### src/rtl/cache_fill_fsm_pkg.sv
`default_nettype none
// ============================================================================
// Module   : cache_fill_fsm_pkg
// Brief    : Shared block geometry and state encoding for the cache fill FSM.
// Revision : 1.0 - initial release
// ============================================================================
package cache_fill_fsm_pkg;

    localparam int unsigned C_BLOCK_WORDS = 8;
    localparam int unsigned C_OFFSET_W    = 3;
    localparam int unsigned C_CNT_W       = 4;

    typedef enum logic [0:0] {
        ST_IDLE = 1'b0,
        ST_FILL = 1'b1
    } fill_state_t;

endpackage
`default_nettype wire

### src/rtl/cache_fill_fsm_fill_counter.sv
`default_nettype none
// ============================================================================
// Module   : fill_counter
// Brief    : Small up-counter with synchronous clear and increment enable.
// Revision : 1.0 - initial release
// ============================================================================
module fill_counter
    import cache_fill_fsm_pkg::*;
#(
    parameter int unsigned WIDTH = C_CNT_W
) (
    input  logic             clk,
    input  logic             rst,
    input  logic             clr,
    input  logic             inc,
    output logic [WIDTH-1:0] count
);

    always_ff @(posedge clk) begin
        if (rst || clr) begin
            count <= '0;
        end else if (inc) begin
            count <= count + 1'b1;
        end
    end

endmodule
`default_nettype wire

### src/rtl/cache_fill_fsm.sv
`default_nettype none
// ============================================================================
// Module   : cache_fill_fsm
// Brief    : Block fill sequencer: issues word reads, writes returns into data
//            array, then writes the tag on the final word.
// Revision : 1.0 - initial release
// ============================================================================
module cache_fill_fsm
    import cache_fill_fsm_pkg::*;
#(
    parameter int unsigned BLOCK_WORDS = C_BLOCK_WORDS
) (
    input  logic                  clk,
    input  logic                  rst,
    input  logic                  miss_detected,
    input  logic [15:0]           miss_address,
    output logic                  fsm_busy,
    output logic                  mem_enable,
    output logic [15:0]           mem_addr,
    input  logic                  mem_data_valid,
    input  logic [15:0]           mem_data_in,
    output logic                  write_data_array,
    output logic [C_OFFSET_W-1:0] word_offset,
    output logic [15:0]           fill_data,
    output logic                  write_tag_array
);

    localparam logic [C_CNT_W-1:0] C_REQ_END   = C_CNT_W'(BLOCK_WORDS);
    localparam logic [C_CNT_W-1:0] C_LAST_WORD = C_CNT_W'(BLOCK_WORDS - 1);

    fill_state_t           r_state;
    logic [15:0]           r_base;
    logic [C_CNT_W-1:0]    w_req_cnt;
    logic [C_CNT_W-1:0]    w_rcv_cnt;
    logic                  w_start;
    logic                  w_in_fill;
    logic                  w_req_active;
    logic [C_OFFSET_W-1:0] w_req_idx;
    logic                  w_unused_ok;

    assign w_start      = (r_state == ST_IDLE) && miss_detected;
    assign w_in_fill    = (r_state == ST_FILL);
    assign w_req_active = w_in_fill && (w_req_cnt < C_REQ_END);

    // After the last request the address parks on the final word of the block.
    assign w_req_idx = w_req_active ? w_req_cnt[C_OFFSET_W-1:0]
                                    : C_LAST_WORD[C_OFFSET_W-1:0];

    assign fsm_busy         = w_in_fill;
    assign mem_enable       = w_req_active;
    assign mem_addr         = w_in_fill ? (r_base + {{(16-C_OFFSET_W-1){1'b0}}, w_req_idx, 1'b0})
                                        : 16'h0000;
    assign write_data_array = w_in_fill && mem_data_valid;
    assign word_offset      = w_in_fill ? w_rcv_cnt[C_OFFSET_W-1:0] : '0;
    assign fill_data        = mem_data_in;
    assign write_tag_array  = write_data_array && (w_rcv_cnt == C_LAST_WORD);

    // Byte offset within the block is discarded when the base is latched.
    assign w_unused_ok = ^miss_address[3:0];

    always_ff @(posedge clk) begin
        if (rst) begin
            r_state <= ST_IDLE;
            r_base  <= 16'h0000;
        end else begin
            case (r_state)
                ST_IDLE: begin
                    if (miss_detected) begin
                        r_base  <= {miss_address[15:4], 4'h0};
                        r_state <= ST_FILL;
                    end
                end
                ST_FILL: begin
                    if (write_tag_array) begin
                        r_state <= ST_IDLE;
                    end
                end
                default: r_state <= ST_IDLE;
            endcase
        end
    end

    fill_counter #(.WIDTH(C_CNT_W)) u_req_cnt (
        .clk   (clk),
        .rst   (rst),
        .clr   (w_start),
        .inc   (w_req_active),
        .count (w_req_cnt)
    );

    fill_counter #(.WIDTH(C_CNT_W)) u_rcv_cnt (
        .clk   (clk),
        .rst   (rst),
        .clr   (w_start),
        .inc   (write_data_array),
        .count (w_rcv_cnt)
    );

endmodule
`default_nettype wire
### config.mk
export PLATFORM = sky130hd
export DESIGN_NAME = cache_fill_fsm
export DESIGN_NICKNAME = d
export VERILOG_FILES = /design/src/rtl/cache_fill_fsm_pkg.sv /design/src/rtl/cache_fill_fsm_fill_counter.sv /design/src/rtl/cache_fill_fsm.sv
export SDC_FILE = /design/constraint.sdc
export NUM_CORES = 1
export LEC_CHECK = 0
export ABC_AREA = 0
export BUFFER_PORTS_ARGS = -buffer_cell sky130_fd_sc_hd__buf_2
export CELL_PAD_IN_SITES_DETAIL_PLACEMENT = 0
export CELL_PAD_IN_SITES_GLOBAL_PLACEMENT = 1
export CORE_UTILIZATION = 29
export DETAILED_ROUTE_END_ITERATION = 8
export PLACE_DENSITY = 0.81
export REMOVE_ABC_BUFFERS = 1
export SETUP_SLACK_MARGIN = 0.1
export SLEW_MARGIN = 20
export SYNTH_ARGS = -nofsm -noshare
export SYNTH_HDL_FRONTEND = slang
export SYNTH_SLANG_ARGS = --single-unit
### constraint.sdc
create_clock -name clk -period 2.7 [get_ports clk]
set_input_delay 0.27 -clock clk [delete_from_list [all_inputs] [get_ports clk]]
set_output_delay 0.27 -clock clk [all_outputs]
set_load 0.01 [all_outputs]
Word-level counts from Yosys, hierarchy flattened
Cells that the tools add are included.

cells by class
  add/sub/neg operators = 3
  magnitude comparators = 1
  eq/ne operators = 1
  muxes and demuxes = 6
  bitwise logic cells = 1
  reduce and logical (&&, ||, !) cells = 6

operators by type and width
  cell                                           number
  adder 16 x 4 -> 16 bit                         1
  two-way mux 16 bit                             1
  adder 4 x 1 -> 4 bit, second input constant    2
  two-way mux 3 bit                              2
  == test 4 x 3 -> 1 bit, second input constant  1
  logical AND 1 bit                              4
  < comparator 4 bit, second input constant      1
  two-way mux 1 bit                              2
  case mux 1 bit (2 select lines)                1
  AND reduction 2 bit                            1
  logical OR 1 bit                               1
  NOT 1 bit                                      1

word-level totals
  bits in registers = 21
  bits of input ports = 36
  output and inout port bits = 39
  logic and storage cells = 22

Logic depth before layout (Yosys ltp)
Gate-level depths: netlist (run 1).

  word-level depth = 5
  gate-level depth with buffers = 5
  mapped depth without buffers = 4

By module
From an unflattened synthesis (run 1), not the netlist that was laid out.

second synthesis, totals
  cell total of the unflattened synthesis = 132
  area, all modules = 1164.9 µm²

by module, submodules not included
  module          times used  cells each  area an instance (µm²)  seq. area each (µm²)
  cache_fill_fsm  1           98          809.5                   260.2
  fill_counter    2           17          177.7                   80.1

Worst setup path before layout (run 1)
No wires, ideal clock.

  kind = reg-to-output
  start = register r_state, in the netlist fsm_busy
  end = output mem_addr[4]
  arrival = 930 ps
  data required time = 2430 ps
  setup slack = 1500 ps
  cell stages (with the launch flop) = 4
  path buffers = 2
  cells stage by stage = dfxtp_1 > buf_6 > clkbuf_1 > and2_1

between the ends
  longest elaborated chain between the ends = 4

RTL lines
  element                   RTL line              RTL
  start: declaration        cache_fill_fsm.sv:31  fill_state_t r_state;
  start signal: assignment  cache_fill_fsm.sv:63  r_state <= ST_IDLE;
  start signal: assignment  cache_fill_fsm.sv:70  r_state <= ST_FILL;
  start signal: assignment  cache_fill_fsm.sv:75  r_state <= ST_IDLE;
  logical AND 1 bit         cache_fill_fsm.sv:43  assign w_req_active = w_in_fill && (w_req_cnt < C_REQ_END);
  two-way mux 3 bit         cache_fill_fsm.sv:46  assign w_req_idx = w_req_active ? w_req_cnt[C_OFFSET_W-1:0]
  adder 16 x 4 -> 16 bit    cache_fill_fsm.sv:51  assign mem_addr = w_in_fill ? (r_base + {{(16-C_OFFSET_W-1){1'b0}}, w_req_idx, 1'b0})
  two-way mux 16 bit *      cache_fill_fsm.sv:51
  end: declaration          cache_fill_fsm.sv:19  output logic [15:0] mem_addr,

Mark *: on every way between the ends. The rest lies on a longest branch, timed or not.

Worst setup path after layout (run 1)
  start = register r_state, in the netlist fsm_busy
  end = output write_tag_array

between the ends
  longest elaborated chain between the ends = 2

RTL lines
  element            RTL line              RTL
  logical AND 1 bit  cache_fill_fsm.sv:53  assign write_data_array = w_in_fill && mem_data_valid;
  logical AND 1 bit  cache_fill_fsm.sv:56  assign write_tag_array = write_data_array && (w_rcv_cnt == C_LAST_WORD);
  end: declaration   cache_fill_fsm.sv:25  output logic write_tag_array

No other way between the ends.

==> results.txt, run 1 <==
- Run status: completed
- Wire length reported by the detailed router: 2370 um
- Most used standard cell by instance count after synthesis: nand2_1
* Clock sink count: 21
- Hold Vio Cnt, Final: 0
- For this run the aggregate overflow at the end of global routing stands at 0.
* Initial Util: 0.312
* Antenna diode count: 0
* First-pass GRT wire length: 3960 um
- Clk Tree Root Cell: clkbuf_8
- Total via count in the routed design: 891
- After clock tree synthesis, the repair step resized 0 gates.
* Antenna violations before repair: 0
* Synth async-reset ratio: 0
* PortBufs: 37
* Maximum level of the CTS H-tree: 1
- Final HPWL from detailed placement: 1780 um
* MaxCap Viol Count: 0
- Data on the critical path is required at its endpoint by 2430 ps.
* Launching point of the worst reg2reg path: fsm_busy$_SDFF_PP0_
- Power spread over the standard cell area amounts to 507 mW/mm2.
- Critical path class: register to primary output
- Adding up every negative setup slack in the final design gives 0 ps.
- Number of buffers inserted for hold repair after clock tree synthesis: 0
* Placed cell areas: 0.00115 mm2
* Number of enable flip-flop cells after synthesis: 0
* Number of buffers inserted during clock tree synthesis: 3
* Kind of launch point of the worst setup path: register
- In the global route stage, overall resource usage came out at 0.130.
- VDD sags by at most 0.157 mV.
- The core region is 0.00344 mm2.
- Path type of the worst min-delay path: primary input to register
* DR vias/cell: 4.55
* Number of unique standard cell types used by synthesis: 29
* # Post-CTS Setup Buffers: 0
* Area of the mapped netlist: 0.00107 mm2
* Wire length per cell: 12.1 um
* Vias in the first global route: 885
- I/O pin cnt: 75
- Post-route DRC violation count: 0
- Of the cells placed in the final design, the portion with a size suffix greater than 1 is 0.293.
- Entering global routing, the biggest net connects 30 pins.
* Arrival time at the worst endpoint: 1670 ps
- Setup repair after global routing left no endpoint under its margin.
- Clock latency reported for the late side of the worst-skew pair: 260 ps
- From bottom edge to top edge, the die measures 62.8 um.
* Min-Delay Startpoint: miss_address[13]
- Die span in x: 62.8 um
- Counting along the longest clock path gives a buffer depth of 2.
- Average cell area after synthesis: 8.07 um2
- Highest clock frequency the design can meet: 515 MHz
- In this run, synthesis produced a sequential element count of 21.
* Kind of end point of the critical path: primary output
- Final weighted congestion in routability-driven placement: 0.741
- Headroom to the max-slew limit: 0.436
- For the pin with the worst max-slew slack, the measured transition is 845 ps.
- Fillcell total: 387
- The detail route stage leaves a number of antenna-violating nets equal to 0.
- Final setup vio count: 0
* Most common flop cell mapped by yosys: dfxtp_1
* Largest cells by area after synthesis: dfxtp_1 39%, buf_4 13%, and2_1 8.7%
* Yosys top cell by area: dfxtp_1
* Layout net count: 189
* Synth Instances: 133
- Tightest hold margin: 243 ps
* Clock tree from TritonCTS: built
* Yosys warning total: 0
- After layout, the design draws a total of 0.606 mW.
- On the final layout, the worst clock skew is 1.39 ps.
- Launching instance or port of the critical path: fsm_busy$_SDFF_PP0_
- Signed area change from the synthesized netlist to the final layout: 11.3%
- After the first detailed-routing iteration, the DRC count stood at 33.
- Of the synthesized area, sequential elements account for 0.392.
* Maximum fanout along the worst path: 29
- Cell area after layout: 0.00119 mm2
- After synthesis, the most frequently instantiated cells are 25 x nand2_1, 21 x dfxtp_1, 18 x buf_4.
- Of the available clock period, the critical path in the final layout requires 0.719.
- Clock-pin slew was measured on the worst setup and hold paths at 70 ps.
- The floorplan step defined a die boundary enclosing 0.00395 mm2.
* Total iterations of the first detailed-routing run: 4
* Slew Limit Fails: 0
- In this run the static leakage power is 0.564 nW.
- FP Rows: 21
- Area share of the largest cell type after synthesis: 0.392
- The worst path in the final design needs a cycle of 1940 ps, including I/O delays and setup.
==> metrics by stage <==
stage	setup WS, ps	cells	utilization
after floorplan	1250	109	-
after global placement	935	192	0.334
after detailed placement	866	192	0.334
after CTS	717	196	0.347
after global routing	567	196	0.347
final	757	196	0.347
==> worst paths after layout <==
kind	to	slack, ps	cells past startpoint
min reg2reg	r_base[13]$_SDFFE_PP0P_	450	2
min	r_base[13]$_SDFFE_PP0P_	240	3
max reg2reg	u_rcv_cnt.count[1]$_SDFFE_PP0P_	930	3
max	write_tag_array	760	3
==> layout by cell type (no fill, tap or decap) <==
cell,synthesis,final
buf_2,2,37
nand2_1,25,25
dfxtp_1,21,21
and2_1,15,15
a21oi_1,13,13
nor2_1,8,8
o21a_1,3,3
nand3_1,3,3
xor2_1,3,3
clkbuf_8,0,3
ha_1,2,2
and2b_1,1,1
nand2_4,1,1
inv_1,1,1
nand4_1,1,1
nand2b_2,1,1
nand2b_1,1,1
mux2i_1,1,1
xnor2_1,1,1
nor2b_1,1,1
nor3_1,1,1
a41oi_1,1,1
o21ai_0,1,1
or3_1,1,1
a21oi_2,1,1
nand3b_1,1,1
conb_1,1,1
clkinv_2,0,1
==> report_power, final <==
group          switching [mW]  internal (mW)  total, mW
Clock                  0.0983          0.103      0.201
Sequential             0.0143          0.323      0.337
Combinational          0.0376         0.0297     0.0673
==> logic make-up after synthesis <==
logic type                 after synthesis  share of synthesized area
AOI/OAI and AO/OA                       19                      0.103
adders and majority gates                2                     0.0233
buffers and inverters                   25                      0.160
other                                    1                    0.00349
xor gates and xnor gates                 4                     0.0326
DFF                                     21                      0.392
and+or+nand+nor                         60                      0.277
muxes                                    1                    0.00932
==> layer usage <==
layer | wire (um) | track usage
met5 | 0 | 0.0417
met4 | 16 | 0.0349
met3 | 290 | 0.0766
met2 | 1030 | 0.190
met1 | 1030 | 0.157
==> worst max-delay path, stage by stage (launching register included) <==
cell,delay (ps)
dfxtp_1,880
nand4_1,170
nor2_1,200
buf_2,160
==> registers in the layout, summed over array words and instances, names as in the netlist <==
name / cells
r_base: 12
u_rcv_cnt.count: 4
u_req_cnt.count: 4
fsm_busy: 1
==> layout make-up <==
cell class	instances	area [um2]	area share
Timing Repair Buffer	37	185	0.155
Inverter	1	3.75	0.00314
Sequential cell	21	420	0.352
Multi-Input combinational cell	87	482	0.403
Clock inverter	1	5.00	0.00419
Clock buffer	3	41.3	0.0346
Tap cell	46	57.6	0.0482
Power figures use the tool's default switching activity.
==> run 2: changes to the inputs <==
--- a/config.mk
+++ b/config.mk
@@ -5,13 +5,13 @@
 export SDC_FILE = /design/constraint.sdc
 export NUM_CORES = 1
 export LEC_CHECK = 0
-export ABC_AREA = 0
+export ABC_AREA = 1
 export BUFFER_PORTS_ARGS = -buffer_cell sky130_fd_sc_hd__buf_2
 export CELL_PAD_IN_SITES_DETAIL_PLACEMENT = 0
 export CELL_PAD_IN_SITES_GLOBAL_PLACEMENT = 1
-export CORE_UTILIZATION = 29
+export CORE_UTILIZATION = 25
 export DETAILED_ROUTE_END_ITERATION = 8
-export PLACE_DENSITY = 0.81
+export PLACE_DENSITY = 0.74
 export REMOVE_ABC_BUFFERS = 1
 export SETUP_SLACK_MARGIN = 0.1
 export SLEW_MARGIN = 20
==> constraint.sdc (replaced) <==
create_clock -name clk -period 1.6 [get_ports clk]
set_input_delay 0.16 -clock clk [delete_from_list [all_inputs] [get_ports clk]]
set_output_delay 0.16 -clock clk [all_outputs]
set_load 0.01 [all_outputs]
==> run 2 against run 1 <==
  * Final cell count increased by 20%
  * Hold slack got worse by 160 ps
  * Clock-buffer cell count did not move
  * Combinational power grew to 2.7 times the previous value
  * Worst setup slack got worse by 530 ps
  * Clock power up 77%
  * Core utilization shrank 4.9 points
  * Sequential share of layout area fell by 3.1 points
  * Synthesized cell count grew 23%
  * Area after synthesis increased by 8.3%
  * Clock skew is 2.2 ps higher
  * Critical path depth grew 1
==> results.txt, run 2 <==
- Run status: completed
* Synth Instances: 163
* Hold endpoint: fsm_busy$_SDFF_PP0_
* Path type of the worst min-delay path: primary input to register
- Power per Cell Area: 843 mW/mm2
* Clock transition time at the flip-flop clock pins of the worst setup and hold paths: 80 ps
* Final Total Pwr: 1.11 mW
- Total internal power: 0.803 mW
* Total routing usage reported by global routing: 0.104
- No sink is reached through more buffers than the 2 on the longest clock path.
* Final weighted congestion in routability-driven placement: 0.759
* Endpoint of the most critical register-to-register path: u_req_cnt.count[2]$_SDFFE_PP0P_
- Cell breakdown of the critical path: ha_1 > nand3_4 > nor2_1 > buf_2
- Worst-case setup margin in the final layout: 232 ps
- STA puts the critical path data arrival time at 1210 ps.
* Number of buffers inserted for hold repair after clock tree synthesis: 0
* Total iterations of the first detailed-routing run: 2
* Worst path slowest cell: dfxtp_1
* Maximum number of pins on one net before global-route repair: 16
- Setup repair after global routing left no endpoint under its margin.
- After detailed routing, the number of remaining DRC violations is 0.
- The global routing stage identified its most utilized layer as met2.
* Final worst-path cycle share: 0.855
- Kind of end point of the critical path: primary output
* DR vias/cell: 4.15
- Wire length reported by the detailed router: 2480 um
- Largest cells by area after synthesis: dfxtp_1 36%, buf_4 11%, nor2_1 9.4%
- First-pass GRT wire length: 4040 um
- Most common flop cell mapped by yosys: dfxtp_1
* Most frequent cells in the layout: 37 x buf_2, 29 x nor2_1, 28 x nand2_1
- # Post-CTS Setup Buffers: 0
* Combined area of the multi-input logic cells: 454 um2
* Launching point of the worst reg2reg path: fsm_busy$_SDFF_PP0_
* Maximum fanout along the worst path: 4
* Part of the Yosys area used for sequential elements: 0.362
- Path depth of the worst reg2reg path: 7
- Total Neg Setup Slack: 0 ps
* Critical path class: register to primary output
- In the final routed layout, each cell accounts on average for 10.5 um.
* Clk Tree Root Cell: clkbuf_8
- Global routing met2 resource utilization: 0.155
- Hold Vio Cnt, Final: 0
- VDD sags by at most 0.237 mV.
* Final setup vio count: 0
- Number of unique standard cell types used by synthesis: 27
- Across the whole layout, storage elements account for 422 um2.
* Yosys top cell by area: dfxtp_1
* Antenna Nets Post-Route: 0
* Fillcell total: 512
- A synthesized cell averages 7.13 um2.
- Between clock sinks in the finished design, the worst skew comes to 3.64 ps.
- Area of the core region: 0.00441 mm2
* Net Switching: 0.306 mW
* Yosys warning total: 0
- Top cell types by occurrence after synthesis: 29 x nor2_1, 28 x nand2_1, 23 x inv_1
- Yosys mapped a number of flops with a built-in enable equal to 0.
- Clock latency reported for the late side of the worst-skew pair: 260 ps
- Number of flip-flops in the largest register: 12
- For met3 alone, demand over resource in global routing was 0.0548.
- Fraction of final layout cells with drive strength greater than 1: 0.288
* Clock sink count: 21
- The initial antenna violation count was 0.
- FP Rows: 24
- Data on the critical path is required at its endpoint by 1440 ps.
- The floorplan step defined a die boundary enclosing 0.00493 mm2.
- Subtracting the final worst setup slack from the clock period gives 1370 ps.
- Leakage dissipation: 0.720 nW
- The count of buffers added on input and output ports is 37.
* Iteration-0 DRC Markers: 39
* Portion of total power attributed to sequential cells: 0.518
- Vert. Die Dim: 70.2 um
- Antenna diode count: 0
- Clock tree from TritonCTS: built
- Register bank with the most flops: r_base
* Area share of the largest cell type after synthesis: 0.362
- The number of pins with negative max-slew slack in the final report is 0.
* Flip-flop and latch count after synthesis: 21
- For this run, the top clock speed supported by timing is 731 MHz.
* Min-Delay Startpoint: rst
- STA classifies the critical path startpoint as a register.
* Worst setup timing slack at the placement stage: 340 ps
- The tool flagged a number of max-cap violations equal to 0.
* Layout net count: 223
- Final HPWL from detailed placement: 1910 um
* Switching part of the total: 0.276
- Total via count in the routed design: 980
- Overflow left after global routing: 0
- Regs by FF count: r_base: 12 flops, u_rcv_cnt.count: 4 flops, u_req_cnt.count: 4 flops
- Most used standard cell by instance count after synthesis: nor2_1
- 75 I/O pins were placed.
- Vias in the first global route: 901
- Of the total power, the clock network draws 0.321.
- Along the worst hold path, the cell count comes to 2.
- Synth async-reset ratio: 0
* Global Route met1 Usage: 0.123
- Most common cell after layout, fill and taps aside: buf_2
* Die span in x: 70.2 um
* Area of the mapped netlist: 0.00116 mm2
* Maximum cell stage delay along the critical path: 390 ps
- Total of cells resized after clock tree synthesis: 0
* Maximum level of the CTS H-tree: 1
- Signed area change from the synthesized netlist to the final layout: 13.2%
- Combinational group share of total power: 0.161
- Number of buffers inserted during clock tree synthesis: 3
- Initial Util: 0.263
- Reg-to-reg slack, setup: 450 ps
-- run 2: cell types whose count changed after synthesis, moves of 9 or more --
cell	before	now
nor2_1	8	29
o21ai_1	0	9
and2_1	15	0
inv_1	1	23
-- run 2: logic make-up after synthesis --
logic type               share of synthesized area
buffers and inverters                        0.248
flip-flops                                   0.362
AND/OR/NAND/NOR                              0.265
other                                      0.00323
AO/OA/AOI/OAI                                0.101
adder cells (fa/ha/maj)                     0.0215
-- run 2: area by class of cell --
cell class              count  area share
clock buffers               3      0.0314
clock inverters             1     0.00570
inverters                  27      0.0865
multi-input cells          93       0.345
flip-flops and latches     21       0.320
well taps                  52      0.0494
repair buffers             39       0.162
-- run 2: how the worst max path moves through the flow --
stage	from	end	slack (ps)	depth (start not counted)
after detailed placement	fsm_busy$_SDFF_PP0_	u_req_cnt.count[2]$_SDFFE_PP0P_	340	7
after CTS	fsm_busy$_SDFF_PP0_	mem_enable	120	4
after global placement	fsm_busy$_SDFF_PP0_	u_req_cnt.count[2]$_SDFFE_PP0P_	360	7
after floorplan	fsm_busy$_SDFF_PP0_	u_rcv_cnt.count[3]$_SDFFE_PP0P_	200	5
final	u_rcv_cnt.count[1]$_SDFFE_PP0P_	write_tag_array	230	4
after global routing	u_rcv_cnt.count[0]$_SDFFE_PP0P_	write_tag_array	160	4
-- run 2: power groups by stage --
stage               logic [mW]  registers (mW)  clock network [mW]
floorplan                0.103           0.590                   0
finish                   0.179           0.575               0.356
CTS                      0.184           0.575               0.366
global route             0.204           0.580               0.390
global placement         0.183           0.585                   0
detailed placement       0.183           0.587                   0
-- run 2: per-layer routing --
metal,part of all wire,vias up
li1,-,521
met1,0.48,412
met2,0.42,45
met3,0.085,2
met4,0.014,0
met5,0,-
-- run 2: critical path: cells and delay by family (launching register included) --
kind,cells,cell delay (ps)
buf+inv,1,140
simple gates,2,210
fa+ha+maj,1,210
flops,1,390
-- run 2: stage by stage --
step           utilization  hold WS [ps]  instances  area [um2]
2_1_floorplan            -           229        141         988
5_1_grt              0.298          75.0        236        1320
3_5_place_dp         0.287           320        232        1270
3_3_place_gp         0.287           320        232        1270
6_report             0.298          83.6        236        1320
4_1_cts              0.298          87.4        236        1320
==> run 3: changes to the inputs <==
--- a/config.mk
+++ b/config.mk
@@ -11,10 +11,12 @@
 export CELL_PAD_IN_SITES_GLOBAL_PLACEMENT = 1
 export CORE_UTILIZATION = 25
 export DETAILED_ROUTE_END_ITERATION = 8
-export PLACE_DENSITY = 0.74
+export PLACE_DENSITY = 0.72
+export RECOVER_POWER = 100
 export REMOVE_ABC_BUFFERS = 1
 export SETUP_SLACK_MARGIN = 0.1
 export SLEW_MARGIN = 20
 export SYNTH_ARGS = -nofsm -noshare
 export SYNTH_HDL_FRONTEND = slang
+export SYNTH_HIERARCHICAL = 1
 export SYNTH_SLANG_ARGS = --single-unit
==> constraint.sdc (replaced) <==
create_clock -name clk -period 1.1 [get_ports clk]
set_input_delay 0.11 -clock clk [delete_from_list [all_inputs] [get_ports clk]]
set_output_delay 0.11 -clock clk [all_outputs]
set_load 0.01 [all_outputs]
==> run 3 against run 2 <==
  * The run now ends with setup timing left
  * Clock-buffer cell count increased by 1
  * Sequential power is 45% higher
  * Clock power is 45% higher
  * Register-to-register slack worse by 500 ps
  * First-iteration DRC count up 15%
  * Critical path depth increased by 1
  * Clock skew grew 3.7 ps
  * Final cell count up 10%
  * Synthesized cell count is 1.8% higher
  * Hold slack lost 4.7 ps
  * Non-clock buffer count is 21 higher
  * Critical path type unchanged
  * Critical endpoint is now mem_enable
  * Largest power group unchanged
  * Highest routed layer unchanged
==> results.txt, run 3 <==
- Signed area change from the synthesized netlist to the final layout: 51.3%
* Placed cells: 246
* Wire length per cell: 12.1 um
- Counting every sink on the clock net gives 21.
- Core occupancy in the finished layout: 0.408
* Initial Util: 0.270
- Of the cells placed in the final design, the portion with a size suffix greater than 1 is 0.625.
- Fillcell total: 458
- For the final database, setup skew stands at 7.38 ps.
* Most common flop cell mapped by yosys: dfxtp_1
* Endpoint of the most critical register-to-register path: u_req_cnt/count[3]$_SDFFE_PP0P_
* Area of the core region: 0.00450 mm2
- Leakage dissipation: 0.963 nW
- Layout net count: 247
* Run status: complete, but fails checks
- In this run the most critical hold path is launched from miss_address[14].
- Buffering stage count on the worst path with inverters included: 4
* Reg-to-reg slack, setup: -50 ps
- After the first detailed-routing iteration, the DRC count stood at 45.
* Path depth of the worst reg2reg path: 9
* Number of enable flip-flop cells after synthesis: 0
- The largest individual stage delay along the critical path comes from the cell dfxtp_2.
- The final count of hold timing violations came to 0.
- Area of the mapped netlist: 0.00121 mm2
* Final setup vio count: 23
- By area the synthesized netlist is led by dfxtp_1 35%, nand2_1 13%, buf_4 11%.
- Die span in x: 71.7 um
- Kind of launch point of the worst setup path: register
* Amount of wire on met2 after detailed routing: 1420 um
- The initial antenna violation count came to 0.
* Number of buffers inserted during clock tree synthesis: 3
- In this run the number of H-tree levels came out at 1.
* Antenna Nets Post-Route: 0
- Regs by FF count: r_base: 12 flops, u_rcv_cnt/count: 4 flops, u_req_cnt/count: 4 flops
- The worst setup path is of the register to primary output kind.
- Total via count in the routed design: 1103
- Kind of end point of the critical path: primary output
- Required arrival time at the worst endpoint: 990 ps
- RSZ-0062 raised after global routing: yes
* Synth async-reset ratio: 0
- The number of pins with negative max-slew slack in the final report was 0.
* Multiplexer fraction of the synthesized cell area: 0
* Overflow left after global routing: 0
- Of the total synthesized cell area, the portion taken by AND, OR, NAND and NOR gates is 0.295.
- The floorplan step defined a die boundary enclosing 0.00514 mm2.
* Synth Instances: 166
- PortBufs: 37
- Once routing completed, OpenROAD measured the worst setup slack at -108 ps.
* Number of unique standard cell types used by synthesis: 20
- Compound-Gate Fraction of Synth Area: 0.106
* Register bank with the most flops: r_base
- Based on the critical path, the design can be clocked at up to 828 MHz.
- After the flow finishes, the layout carries non-filler instances totaling 260.
- The first global-routing pass estimated 5200 um of wire.
- Clock tree from TritonCTS: built
- The kind of cell with the highest combined delay along the critical path is buffers and inverters.
* Cell breakdown of the critical path: buf_12 > inv_8 > nor2_4 > buf_6 > buf_6
* Maximum fanout along the worst path: 4
* Number of flip-flops in the largest register: 12
* I/O pin cnt: 75
* Launching point of the worst reg2reg path: fsm_busy$_SDFF_PP0_
- In the final routing, the length of wire on met1 measures 1440 um.
* Post-route DRC violation count: 0
- Leaving out fill and tap cells, the most frequent cell in the layout is buf_2.
- Average cell area after synthesis: 7.32 um2
* Vias in the first global route: 1103
* Part of the Yosys area used for sequential elements: 0.346
- In this run the vertical extent of the chip is 71.7 um.
* Total routing usage reported by global routing: 0.133
* Most frequent cells in the layout: 31 x buf_2, 24 x nand2_2, 18 x nand2_1
- Total iterations of the first detailed-routing run: 4
* FP Rows: 24
- Worst hold path cell count: 3
- Detailed placement finished with a half-perimeter wire length of 2080 um.
- Of the total synthesized cell area, the portion taken by full adders, half adders and majority gates is 0.0206.
- STA puts the critical path data arrival time at 1100 ps.
- Path type of the worst min-delay path: primary input to register
- The root buffer cell chosen for the clock tree is clkbuf_8.
* Maximum cell stage delay along the critical path: 350 ps
- Power spread over the standard cell area amounts to 1000 mW/mm2.
- The congestion estimate from routability-driven global placement came to 0.676.
- Clock transition time at the flip-flop clock pins of the worst setup and hold paths: 80 ps
- For this design, the CTS-stage hold fixing added 0 buffers.
- Wires add up to 3150 um.
- Most frequent cell on the critical path: buf_6
- Flip-flop and latch count after synthesis: 21
- The design draws 1.84 mW.
* Area share of the largest cell type after synthesis: 0.346
* XOR/XNOR Fraction of Synth Area: 0
- Yosys top cell by area: dfxtp_1
- Of the available clock period, the critical path in the final layout requires 1.10.
* Most used standard cell by instance count after synthesis: nand2_1
* Maximum number of buffers from clock root to sink: 2
- Antenna diode count: 0
- The tool flagged a number of max-cap violations equal to 0.
- Detailed routing placed a total of 235 um of wire on met3.
- Using the TritonRoute via totals, the vias-per-cell ratio works out to 4.24.
- Yosys warning total: 6
- The highest metal layer carrying signal wires in the routed design is met4.
* Clock latency reported for the late side of the worst-skew pair: 270 ps
- Tmin final: 1210 ps
- After synthesis, the largest family of logic cells by area is simple AND/OR/NAND/NOR gates.
- Maximum number of pins on one net before global-route repair: 14
- IR Drop Worst-Case VDD: 0.394 mV
- The checks that failed: setup timing.
* Top cell types by occurrence after synthesis: 41 x nand2_1, 21 x dfxtp_1, 21 x inv_1
- Hold endpoint: r_base[14]$_SDFFE_PP0P_
## run 3: cell count changes in the layout (fill, tap and decap cells not counted), sizes merged, moves of 2 or more
cell	previous run	this run
nand2	30	53
inv	27	22
a21oi	10	17
o21ai	12	2
nor2	31	20
and3b	0	2
buf	39	60
## run 3: logic make-up after synthesis
kind of cell,after synthesis
other cells,1
compound gates,19
simple gates,78
fa+ha+maj,2
buf+inv,45
flops,21
## run 3: what timing repair did
item                                    CTS  global route
buffers inserted                         10             1
resized for setup                        55            31
endpoints found under the setup margin   43            43
endpoints found under the hold margin     0             0
gates cloned                              2             0
pin swaps                                15            11
## run 3: worst max-delay path by stage
stage                                           end           startpoint  cells past startpoint  slack [ps]
detailed placement  u_rcv_cnt/count[1]$_SDFFE_PP0P_  fsm_busy$_SDFF_PP0_                      7        -140
global route        u_req_cnt/count[3]$_SDFFE_PP0P_  fsm_busy$_SDFF_PP0_                      9        -170
floorplan           u_req_cnt/count[3]$_SDFFE_PP0P_  fsm_busy$_SDFF_PP0_                      7        -540
finish                                   mem_enable  fsm_busy$_SDFF_PP0_                      5        -110
global placement    u_rcv_cnt/count[1]$_SDFFE_PP0P_  fsm_busy$_SDFF_PP0_                      7        -110
CTS                                 write_tag_array  fsm_busy$_SDFF_PP0_                      6        -110
## run 3: worst reg2reg max path, delay by kind of cell, from the launching register on
family        cells  cell delay (ps)
simple gates      6              410
flops             1              350
buf+inv           3              300
## run 3: power breakdown
group	switching, mW	total, mW	internal (mW)
clock network	0.258	0.516	0.259
logic	0.238	0.492	0.255
registers	0.0352	0.834	0.799
total	0.530	1.84	1.31
## run 3: layout make-up
type,instances,area [um2],area share
multi-input cells,100,676,0.368
repair buffers,60,517,0.281
flip-flops and latches,21,427,0.232
inverters,23,109,0.0592
well taps,52,65.1,0.0354
clock buffers,4,45.0,0.0245
## run 3: per-layer routing
layer | up-vias | track usage
met3 | 4 | 0.0633
met4 | 0 | 0.0523
li1 | 570 | -
met1 | 481 | 0.171
met2 | 48 | 0.192
met5 | - | 0
## run 3: per-stage QoR
| stage | worst slack [ps] | area (um2) | setup TNS (ps) | hold slack, ps |
|---|---|---|---|---|
| 4_1_cts | -110 | 1770 | -2130 | 81.8 |
| 3_5_place_dp | -138 | 1400 | -791 | 220 |
| 5_1_grt | -167 | 1840 | -3680 | 76.1 |
| 6_report | -108 | 1840 | -1490 | 78.9 |
| 2_1_floorplan | -537 | 1030 | -5880 | 172 |
| 3_3_place_gp | -107 | 1400 | -457 | 220 |
